[config.mk]
export PLATFORM = sky130hd
export DESIGN_NAME = rbin_stream_tx_flat
export DESIGN_NICKNAME = d
export VERILOG_FILES = /design/src/rtl/rbin_stream_tx_if.sv /design/src/rtl/rbin_stream_tx.sv /design/src/flat_wrapper.sv
export SDC_FILE = /design/constraint.sdc
export NUM_CORES = 1
export LEC_CHECK = 0
export ABC_AREA = 1
export CORE_UTILIZATION = 30
export DETAILED_ROUTE_END_ITERATION = 8
export SYNTH_ARGS = -nofsm -noshare
export SYNTH_HDL_FRONTEND = slang
export SYNTH_SLANG_ARGS = --single-unit
export TNS_END_PERCENT = 10
[constraint.sdc]
create_clock -name clk -period 4 [get_ports clk]
set_clock_uncertainty 0.15 [all_clocks]
set_input_delay 0.8 -clock clk [delete_from_list [all_inputs] [get_ports clk]]
set_output_delay 0.8 -clock clk [all_outputs]
set_load 0.05 [all_outputs]
[src/rtl/rbin_stream_tx_if.sv]
// rtl/rbin_stream_tx_if.sv - hit input and r-bin stream handshake bundle
interface rbin_stream_tx_if #(
   parameter int R_WIDTH = 12
);
   logic [R_WIDTH-1:0] hit_r;
   logic               hit_last;
   logic               hit_vld;
   logic               hit_rdy;
   logic [7:0]         r_bin_V_TDATA;
   logic               r_bin_V_TVALID;
   logic               r_bin_V_TREADY;

   modport master (
      input  hit_r, hit_last, hit_vld, r_bin_V_TREADY,
      output hit_rdy, r_bin_V_TDATA, r_bin_V_TVALID
   );

   modport slave (
      output hit_r, hit_last, hit_vld, r_bin_V_TREADY,
      input  hit_rdy, r_bin_V_TDATA, r_bin_V_TVALID
   );
endinterface

[src/rtl/rbin_stream_tx.sv]
// rtl/rbin_stream_tx.sv - r-bin producer: clear, quantise, buffer, stream, flush
module rbin_stream_tx #(
   parameter int RBINS        = 128,
   parameter int R_WIDTH      = 12,
   parameter int BIN_SHIFT    = 3,
   parameter int FIFO_DEPTH   = 16,
   parameter int CLEAR_CYCLES = 2,
   parameter int FLUSH_CYCLES = 3
) (
   input  logic               clk,
   input  logic               rst,
   rbin_stream_tx_if.master   io,
   input  logic               event_start,
   input  logic [R_WIDTH-1:0] r_offset,
   output logic               enable_V,
   output logic               reset_rbins,
   output logic [7:0]         oor_count,
   output logic               event_done
);
   localparam int AW = $clog2(FIFO_DEPTH);

   typedef enum logic [2:0] {IDLE, CLEAR, STREAM, FLUSH, DONE} state_t;
   state_t state, state_nx;

   logic [7:0]         cnt;
   logic               last_seen;
   logic [R_WIDTH-1:0] r_off;
   logic               q_vld, q_last;
   logic [7:0]         q_data;
   logic [8:0]         mem [FIFO_DEPTH];
   logic [AW-1:0]      wr_ptr, rd_ptr;
   logic [AW:0]        count;
   logic               out_last;

   logic               accept, push, pop, load, last_hs, fifo_full, oor;
   logic [R_WIDTH:0]   diff;
   logic [R_WIDTH-1:0] shifted;
   logic [7:0]         quant;

   // Signed difference carried in one extra bit; its MSB flags hit_r below r_offset.
   assign diff    = {1'b0, io.hit_r} - {1'b0, r_off};
   assign shifted = diff[R_WIDTH-1:0] >> BIN_SHIFT;
   assign oor     = diff[R_WIDTH] || (shifted >= R_WIDTH'(RBINS));
   assign quant   = oor ? 8'hFF : {1'b0, shifted[6:0]};

   // The quantise stage counts toward occupancy so 16 queued plus 1 output is the limit.
   assign fifo_full = (count == (AW+1)'(FIFO_DEPTH)) ||
                      (q_vld && count == (AW+1)'(FIFO_DEPTH - 1));
   assign accept  = (state == STREAM) && io.hit_vld && io.hit_rdy;
   assign push    = q_vld;
   assign load    = !io.r_bin_V_TVALID || io.r_bin_V_TREADY;
   assign pop     = load && (count != '0);
   assign last_hs = io.r_bin_V_TVALID && io.r_bin_V_TREADY && out_last;

   always_comb begin
      state_nx    = state;
      reset_rbins = 1'b0;
      enable_V    = 1'b0;
      io.hit_rdy  = 1'b0;
      event_done  = 1'b0;
      case (state)
         IDLE:   if (event_start) state_nx = CLEAR;
         CLEAR: begin
            reset_rbins = 1'b1;
            if (cnt == 8'(CLEAR_CYCLES - 1)) state_nx = STREAM;
         end
         STREAM: begin
            enable_V   = 1'b1;
            io.hit_rdy = !fifo_full && !last_seen;
            if (last_hs) state_nx = FLUSH;
         end
         FLUSH: begin
            enable_V = 1'b1;
            if (cnt == 8'(FLUSH_CYCLES - 1)) state_nx = DONE;
         end
         DONE: begin
            event_done = 1'b1;
            state_nx   = IDLE;
         end
         default: state_nx = IDLE;
      endcase
   end

   always_ff @(posedge clk or posedge rst) begin
      if (rst) begin
         state     <= IDLE;
         cnt       <= '0;
         last_seen <= 1'b0;
         r_off     <= '0;
         oor_count <= '0;
         q_vld     <= 1'b0;
         q_last    <= 1'b0;
         q_data    <= '0;
         wr_ptr    <= '0;
         rd_ptr    <= '0;
         count     <= '0;
         out_last  <= 1'b0;
         io.r_bin_V_TVALID <= 1'b0;
         io.r_bin_V_TDATA  <= '0;
      end else begin
         state <= state_nx;
         cnt   <= (state_nx != state) ? 8'd0 : cnt + 8'd1;
         if (state == IDLE && event_start) begin
            r_off     <= r_offset;
            oor_count <= '0;
            last_seen <= 1'b0;
         end
         if (accept) begin
            last_seen <= last_seen | io.hit_last;
            q_data    <= quant;
            q_last    <= io.hit_last;
            if (oor && oor_count != 8'hFF) oor_count <= oor_count + 8'd1;
         end
         q_vld <= accept;
         if (push) wr_ptr <= wr_ptr + 1'b1;
         if (pop)  rd_ptr <= rd_ptr + 1'b1;
         count <= count + (AW+1)'(push) - (AW+1)'(pop);
         if (load) begin
            io.r_bin_V_TVALID <= (count != '0);
            if (count != '0) {out_last, io.r_bin_V_TDATA} <= mem[rd_ptr];
         end
      end
   end

   always_ff @(posedge clk) begin
      if (push) mem[wr_ptr] <= {q_last, q_data};
   end
endmodule

[src/flat_wrapper.sv]
// flat-port wrapper written by rule: the top's interface ports become plain ports
module rbin_stream_tx_flat 
#(
   parameter int RBINS        = 128,
   parameter int R_WIDTH      = 12,
   parameter int BIN_SHIFT    = 3,
   parameter int FIFO_DEPTH   = 16,
   parameter int CLEAR_CYCLES = 2,
   parameter int FLUSH_CYCLES = 3
)
  (clk, rst, event_start, r_offset, enable_V, reset_rbins, oor_count, event_done, io_hit_r, io_hit_last, io_hit_vld, io_r_bin_V_TREADY, io_hit_rdy, io_r_bin_V_TDATA, io_r_bin_V_TVALID);
  rbin_stream_tx_if #(.R_WIDTH(R_WIDTH)) io_i ();
  input  logic clk;
  input  logic rst;
  input  logic event_start;
  input  logic [R_WIDTH-1:0] r_offset;
  output logic enable_V;
  output logic reset_rbins;
  output logic [7:0] oor_count;
  output logic event_done;
  input wire logic [$bits(io_i.hit_r)-1:0] io_hit_r;
  input wire logic [$bits(io_i.hit_last)-1:0] io_hit_last;
  input wire logic [$bits(io_i.hit_vld)-1:0] io_hit_vld;
  input wire logic [$bits(io_i.r_bin_V_TREADY)-1:0] io_r_bin_V_TREADY;
  output wire logic [$bits(io_i.hit_rdy)-1:0] io_hit_rdy;
  output wire logic [$bits(io_i.r_bin_V_TDATA)-1:0] io_r_bin_V_TDATA;
  output wire logic [$bits(io_i.r_bin_V_TVALID)-1:0] io_r_bin_V_TVALID;
  assign io_i.hit_r = io_hit_r;
  assign io_i.hit_last = io_hit_last;
  assign io_i.hit_vld = io_hit_vld;
  assign io_i.r_bin_V_TREADY = io_r_bin_V_TREADY;
  assign io_hit_rdy = io_i.hit_rdy;
  assign io_r_bin_V_TDATA = io_i.r_bin_V_TDATA;
  assign io_r_bin_V_TVALID = io_i.r_bin_V_TVALID;
  rbin_stream_tx #(.RBINS(RBINS), .R_WIDTH(R_WIDTH), .BIN_SHIFT(BIN_SHIFT), .FIFO_DEPTH(FIFO_DEPTH), .CLEAR_CYCLES(CLEAR_CYCLES), .FLUSH_CYCLES(FLUSH_CYCLES)) u_core (.clk(clk), .rst(rst), .io(io_i), .event_start(event_start), .r_offset(r_offset), .enable_V(enable_V), .reset_rbins(reset_rbins), .oor_count(oor_count), .event_done(event_done));
endmodule
==> summary.txt, run 1 <==
Hold_buf cts: 0
Async S/R FF share, synth: 31.1%
Syn Std Cell Area: 9360 µm²
Final period util: 82.2%
Buffers on Ports: 50
Worst-Skew Late Latency: 510 ps
PD cells: 751 nW/µm²
Most used DFF post-synth: edfxtp_1
Mapped Nets: 912
Critical Path RT: 3050 ps
Buffers inserted by post-CTS timing repair: 0
Hold_sp: u_core.r_off[0]$_DFFE_PP0P_
Initial core utilization: 30.5%
Fraction of layout cells with a size suffix above 1: 7.93%
Tightest Pin Transition: 1120 ps
Final Non-Filler Cells: 1,316
Root buf cell: clkbuf_16
Worst-path clk slew: 60 ps
Antenna diode count: 0
Sum Neg Setup Slack: 0 ps
Total track usage: 13.4%
First-pass GRT wire length: 33.0 mm
Maxcap violations: 0
Count of cell types in the netlist: 40
CTS sink cnt: 209
Final setup vio count: 0
DRT iter0 DRCs: 494
Max H-tree Level: 1
Highest clock rate: 0.304 GHz
Synth warnings: 0
Fillers: 3,015
Die area: 31,900 µm²
Final Hold Fails: 0
Initial antenna violation count: 0
Area Growth Syn to Fin: 17.9%
Largest net degree at the start of global routing: 75
Status: finished clean
Setup CP Type: flop to output pin
Post-Place Cells: 1,274
Drt via density: 4.75
CP Max Fanout: 6
Max_slew headroom: 25.6%
Avg Cell Area, Syn: 11.0 µm²
DRC viols: 0
Core area: 30,700 µm²
GR Overflow Total: 0
Num CTS Buffers: 23
Tmin final: 3290 ps
RSZ-0062 raised after global routing: no
Worst r2r src: u_core.count[3]$_DFF_PP0_
DR WL/cell: 15.8 µm
Worst path arrival time: 2340 ps
DRT Pass-1 Iters: 5
Rows: 64
TritonCTS clock tree: built
Post-route ant nets: 0
Max clock buf depth: 3
Io pins: 51
Die width: 179 µm
CP endpoint kind: output pin
Detailed-placement wirelength estimate: 12.8 mm
RD Place Congestion: 0.782
DP Area: 10,300 µm²
CP startpoint: u_core.state[2]$_DFF_PP0_
HP Class: flop to flop
Drt total wl: 20.8 mm
Slew Viols, Final: 0
Die Y: 179 µm
Via count: 6,253
Yosys reg bits: 209
Post-synth EDFFs: 144
VDD IR max: 0.000383 V
Final instance area: 11,000 µm²
Sequential area share after synthesis: 63.6%
Fin nets: 961
Worst Setup Start Kind: flop
Static leakage: 4.17 nW
Post-CTS Resized: 0
Number of global-route vias before repair: 6,028
Syn Inst Count: 854
cell usage in the layout (no fill, tap or decap), types with 3 or more instances in the layout:
master,count
ha_1,27
clkdlybuf4s50_1,50
a21oi_1,11
inv_2,4
inv_1,83
buf_4,9
dfrtp_1,64
nand4_1,14
clkinv_2,5
clkbuf_16,23
nand2_1,117
nor4_1,3
o22ai_1,12
clkinv_1,3
nor2_1,123
xnor2_1,6
o221ai_1,24
o21ai_0,91
o22ai_2,5
xor2_1,17
a31oi_1,9
nand3_1,24
nor3_1,6
nand2_2,4
edfxtp_1,144
clkbuf_8,6
o211ai_1,12
registers in the layout, summed over array words and instances, names as in the netlist, 5 cells and up:
| register | cells |
|---|---|
| u_core.count | 5 |
| u_core.mem | 144 |
| u_core.q_data | 8 |
| u_core.io.r_bin_V_TDATA | 8 |
| u_core.r_off | 12 |
| u_core.cnt | 8 |
| u_core.oor_count | 8 |
cell usage after synthesis, types with 3 or more instances:
| cell | n | area share (%) |
|---|---|---|
| a21oi_1 | 11 | 0.59 |
| o22ai_2 | 5 | 0.67 |
| xnor2_1 | 6 | 0.56 |
| inv_2 | 3 | 0.12 |
| o22ai_1 | 12 | 0.80 |
| inv_1 | 84 | 3.4 |
| dfrtp_1 | 65 | 17 |
| o21ai_0 | 91 | 4.9 |
| o221ai_1 | 24 | 2.2 |
| nand4_1 | 14 | 0.94 |
| edfxtp_1 | 144 | 46 |
| nand3_1 | 24 | 1.3 |
| nor2_1 | 123 | 4.9 |
| clkbuf_1 | 28 | 1.1 |
| nor3_1 | 6 | 0.32 |
| o211ai_1 | 12 | 0.96 |
| nand2_1 | 117 | 4.7 |
| ha_1 | 27 | 3.6 |
| a31oi_1 | 9 | 0.60 |
| nand2_2 | 4 | 0.27 |
| xor2_1 | 17 | 1.6 |
| nor4_1 | 3 | 0.20 |
worst max-delay path, cell delays in order (launching register included):
cell	delay, ps
dfrtp_1	440
nor3_2	250
inv_2	80
nor2_4	110
nand3_4	100
inv_1	70
clkdlybuf4s50_1	790
per-stage QoR:
step / power (mW) / util, % / setup WS [ps] / hold WS, ps
global placement: 6.15 / 33.4 / 970 / 318
detailed placement: 6.20 / 33.4 / 909 / 320
global route: 8.81 / 36.0 / 596 / 367
CTS: 8.36 / 36.0 / 672 / 337
floorplan: 5.27 / - / 1170 / 299
finish: 8.29 / 36.0 / 712 / 340
where the power goes:
| part | total (mW) | switching [mW] | internal (mW) |
|---|---|---|---|
| Sequential | 3.26 | 0.436 | 2.82 |
| Combinational | 2.89 | 1.92 | 0.968 |
| Clock | 2.15 | 0.847 | 1.30 |
| Total | 8.29 | 3.20 | 5.09 |
final cells by class:
class                           instances  area [µm²]  area share [%]
Sequential cell                       209        5950            53.9
Multi-Input combinational cell        522        2910            26.4
Clock buffer                           31         666            6.03
Timing Repair Buffer                   59         568            5.15
Tap cell                              396         495            4.49
Inverter                               88         330            2.99
Clock inverter                         11         118            1.07
logic make-up (layout without fill, tap and decap cells):
group / count (synthesis) / count (layout) / synth area share (%)
flops: 209 / 209 / 63.6
simple gates: 305 / 305 / 14.2
fa+ha+maj: 28 / 28 / 3.82
buf+inv: 123 / 189 / 5.36
compound gates: 166 / 166 / 10.9
xor+xnor: 23 / 23 / 2.15
path summary, 6_finish.rpt:
path / to / slack, ps / cells past startpoint
min in group asynchronous: u_core.out_last$_DFFE_PP0P_ / 530 / 2
max in group asynchronous: u_core.io.r_bin_V_TDATA[6]$_DFFE_PP0P_ / 2400 / 3
max reg2reg: u_core.count[4]$_DFF_PP0_ / 1490 / 12
max: io_hit_rdy / 710 / 6
min reg2reg: u_core.r_off[0]$_DFFE_PP0P_ / 340 / 2
min: u_core.r_off[0]$_DFFE_PP0P_ / 340 / 2
layer usage:
metal / up-vias / track usage, % / part of all wire [%]
met5: - / 0 / 0
met4: 0 / 2.44 / 1.0
met3: 17 / 2.16 / 5.6
met2: 184 / 21.2 / 45
met1: 2992 / 19.3 / 48
li1: 3060 / - / -
(Power assumes the default switching activity.)
==> inputs of run 2 (changes only) <==
==> constraint.sdc (replaced) <==
create_clock -name clk -period 2.98 [get_ports clk]
set_clock_uncertainty 0.15 [all_clocks]
set_input_delay 0.596 -clock clk [delete_from_list [all_inputs] [get_ports clk]]
set_output_delay 0.596 -clock clk [all_outputs]
set_load 0.05 [all_outputs]
==> summary.txt, run 2 (synthesized netlist as in run 1, its figures left out) <==
Num CTS Buffers: 23 (unchanged)
Final Hold Fails: 0 (unchanged)
Number of global-route vias before repair: 6,106 (was 6,028)
Hold_buf cts: 0 (unchanged)
CTS sink cnt: 209 (unchanged)
Critical path buffers and inverters: 2 (was 3)
Sequential power share: 39.4% (was 39.3%)
Drt via density: 4.73 (was 4.75)
Root buf cell: clkbuf_16 (unchanged)
VDD IR max: 0.000485 V (was 0.000383 V)
Switching power: 4.33 mW (was 3.20 mW)
DP Area: 10,400 µm² (was 10,300 µm²)
Final period util: 95.6%
Worst path top cell family by delay: buffers and inverters (unchanged)
Wl on met1: 9.76 mm (was 10.1 mm)
Biggest regs: u_core.mem: 144 flops, u_core.r_off: 12 flops (unchanged)
Detailed-placement wirelength estimate: 13.5 mm (was 12.8 mm)
Max clock buf depth: 3 (unchanged)
Worst-path cell chain: inv_1 > nor3_1 > clkdlybuf4s50_1 (was nor3_2 > inv_2 > nor2_4 > nand3_4 > inv_1 > clkdlybuf4s50_1)
Tightest Pin Transition: 953 ps (was 1120 ps)
Capture point of the worst reg-to-reg path: u_core.count[4]$_DFF_PP0_ (unchanged)
Final setup vio count: 0 (unchanged)
Area Growth Syn to Fin: 19.3% (was 17.9%)
Comb power frac: 35.8% (was 34.8%)
Total track usage: 13.6% (was 13.4%)
Via count: 6,322 (was 6,253)
Uppermost layer routed: met4 (unchanged)
Worst r2r src: u_core.count[3]$_DFF_PP0_ (unchanged)
DRT Pass-1 Iters: 4 (was 5)
Die area: 31,900 µm² (unchanged)
Fin nets: 982 (was 961)
Biggest register: u_core.mem (unchanged)
Buffers on Ports: 50 (unchanged)
Buffers inserted by post-CTS timing repair: 0 (unchanged)
GR Overflow Total: 0 (unchanged)
Sum Neg Setup Slack: 0 ps (unchanged)
Maxcap violations: 0 (unchanged)
Drt total wl: 20.8 mm (about the same)
Highest clock rate: 0.351 GHz
Critical Path RT: 2230 ps (was 3050 ps)
Most common cell after layout, fill and taps aside: edfxtp_1 (unchanged)
Worst-Skew Late Latency: 530 ps (was 510 ps)
PD cells: 992 nW/µm² (was 751 nW/µm²)
Worst-path clk slew: 60 ps (about the same)
Slew Viols, Final: 0 (unchanged)
Worst Setup Start Kind: flop (unchanged)
Max FFs per register: 144 (unchanged)
Setup CP Type: flop to output pin (unchanged)
Post-CTS Resized: 1 (was 0)
Max_slew headroom: 36.2% (was 25.6%)
Largest net degree at the start of global routing: 47 (was 75)
Rows: 64 (unchanged)
Initial core utilization: 30.5% (unchanged)
Critical path's largest stage delay: 860 ps (was 790 ps)
TritonCTS clock tree: built (unchanged)
Tmin final: 2850 ps
Pre-CTS WS: 72.1 ps (was 909 ps)
Io pins: 51 (unchanged)
Worst path arrival time: 2100 ps (was 2340 ps)
R2R depth: 12 (unchanged)
CP Max Fanout: 4 (was 6)
R2R setup slack: 490 ps (was 1490 ps)
Max H-tree Level: 1 (unchanged)
DRC viols: 0 (unchanged)
Antenna diode count: 0 (unchanged)
HP Class: primary input to async pin (was flop to flop)
Fraction of layout cells with a size suffix above 1: 9.35% (was 7.93%)
DR WL/cell: 15.6 µm (was 15.8 µm)
Sw frac: 39.0% (was 38.6%)
CP endpoint kind: output pin (unchanged)
Post-route ant nets: 0 (unchanged)
Clock share of power: 24.8% (was 25.9%)
Core area: 30,700 µm² (unchanged)
First-pass GRT wire length: 33.5 mm (was 33.0 mm)
Static leakage: 4.25 nW (was 4.17 nW)
Wire length on met3: 1.16 mm (was 1.18 mm)
RSZ-0062 raised after global routing: no (unchanged)
DRT iter0 DRCs: 406 (was 494)
Commonest non-fill, non-tap cells in the layout: edfxtp_1 (144), nor2_1 (123), nand2_1 (117), o21ai_0 (91), inv_1 (83) (unchanged)
Final instance area: 11,200 µm² (was 11,000 µm²)
Status: finished clean (unchanged)
Fillers: 2,993 (was 3,015)
RD Place Congestion: 0.795 (was 0.782)
Die width: 179 µm (unchanged)
Die Y: 179 µm (unchanged)
DR WL met2: 9.44 mm (was 9.37 mm)
Initial antenna violation count: 0 (unchanged)
Setup ws final: 132 ps (was 712 ps)
Internal power: 6.76 mW (was 5.09 mW)
Crit path max-delay cell type: clkdlybuf4s50_1 (unchanged)
run 2: cell types whose count changed in the layout (fill, tap and decap cells not counted), sizes merged:
cell           delta
buf              +21
clkinv            -6
clkinvlp          +4
clkbuf            +3
bufinv            -1
clkdlybuf4s50     -1
dlygate4sd2       +1
run 2: cell type report:
| class | instances | area (µm²) | area share [%] |
|---|---|---|---|
| inverter | 88 | 330 | 2.96 |
| clock buffer | 34 | 647 | 5.79 |
| clock inverter | 8 | 87.6 | 0.784 |
| sequential | 209 | 5950 | 53.3 |
| timing repair buffer | 80 | 749 | 6.71 |
| tap | 396 | 495 | 4.44 |
| multi-input combinational | 522 | 2910 | 26.0 |
run 2: power by group through the flow:
stage          Sequential [mW]  Combinational [mW]  Clock (mW)
2_1_floorplan             4.39                2.69           0
6_report                  4.36                3.97        2.75
5_1_grt                   4.45                4.46        2.92
3_5_place_dp              4.43                4.01           0
3_3_place_gp              4.41                3.96           0
4_1_cts                   4.37                4.02        2.81
run 2: how the worst max path moves through the flow:
stage,start,endpoint,cells after the start
6_report,u_core.state[0]$_DFF_PP0_,reset_rbins,3
5_1_grt,u_core.state[0]$_DFF_PP0_,reset_rbins,3
4_1_cts,u_core.state[0]$_DFF_PP0_,reset_rbins,3
3_5_place_dp,io_r_bin_V_TREADY,u_core.count[4]$_DFF_PP0_,12
3_3_place_gp,io_r_bin_V_TREADY,u_core.count[4]$_DFF_PP0_,12
2_1_floorplan,u_core.io.r_bin_V_TVALID$_DFFE_PP0N_,u_core.count[4]$_DFF_PP0_,11
run 2: per-layer routing:
layer | vias up | global-route usage (%)
met2 | 157 | 21.3
li1 | 3111 | -
met1 | 3020 | 19.3
met3 | 34 | 2.40
met5 | - | 0
met4 | 0 | 3.53
run 2: through the flow:
| step | power, mW | util (%) | instances | hold WS, ps |
|---|---|---|---|---|
| floorplan | 7.08 | - | 854 | 299 |
| global placement | 8.36 | 34.0 | 1295 | 317 |
| detailed placement | 8.44 | 34.0 | 1295 | 320 |
| CTS | 11.2 | 36.4 | 1337 | 294 |
| global route | 11.8 | 36.4 | 1337 | 345 |
| finish | 11.1 | 36.4 | 1337 | 284 |
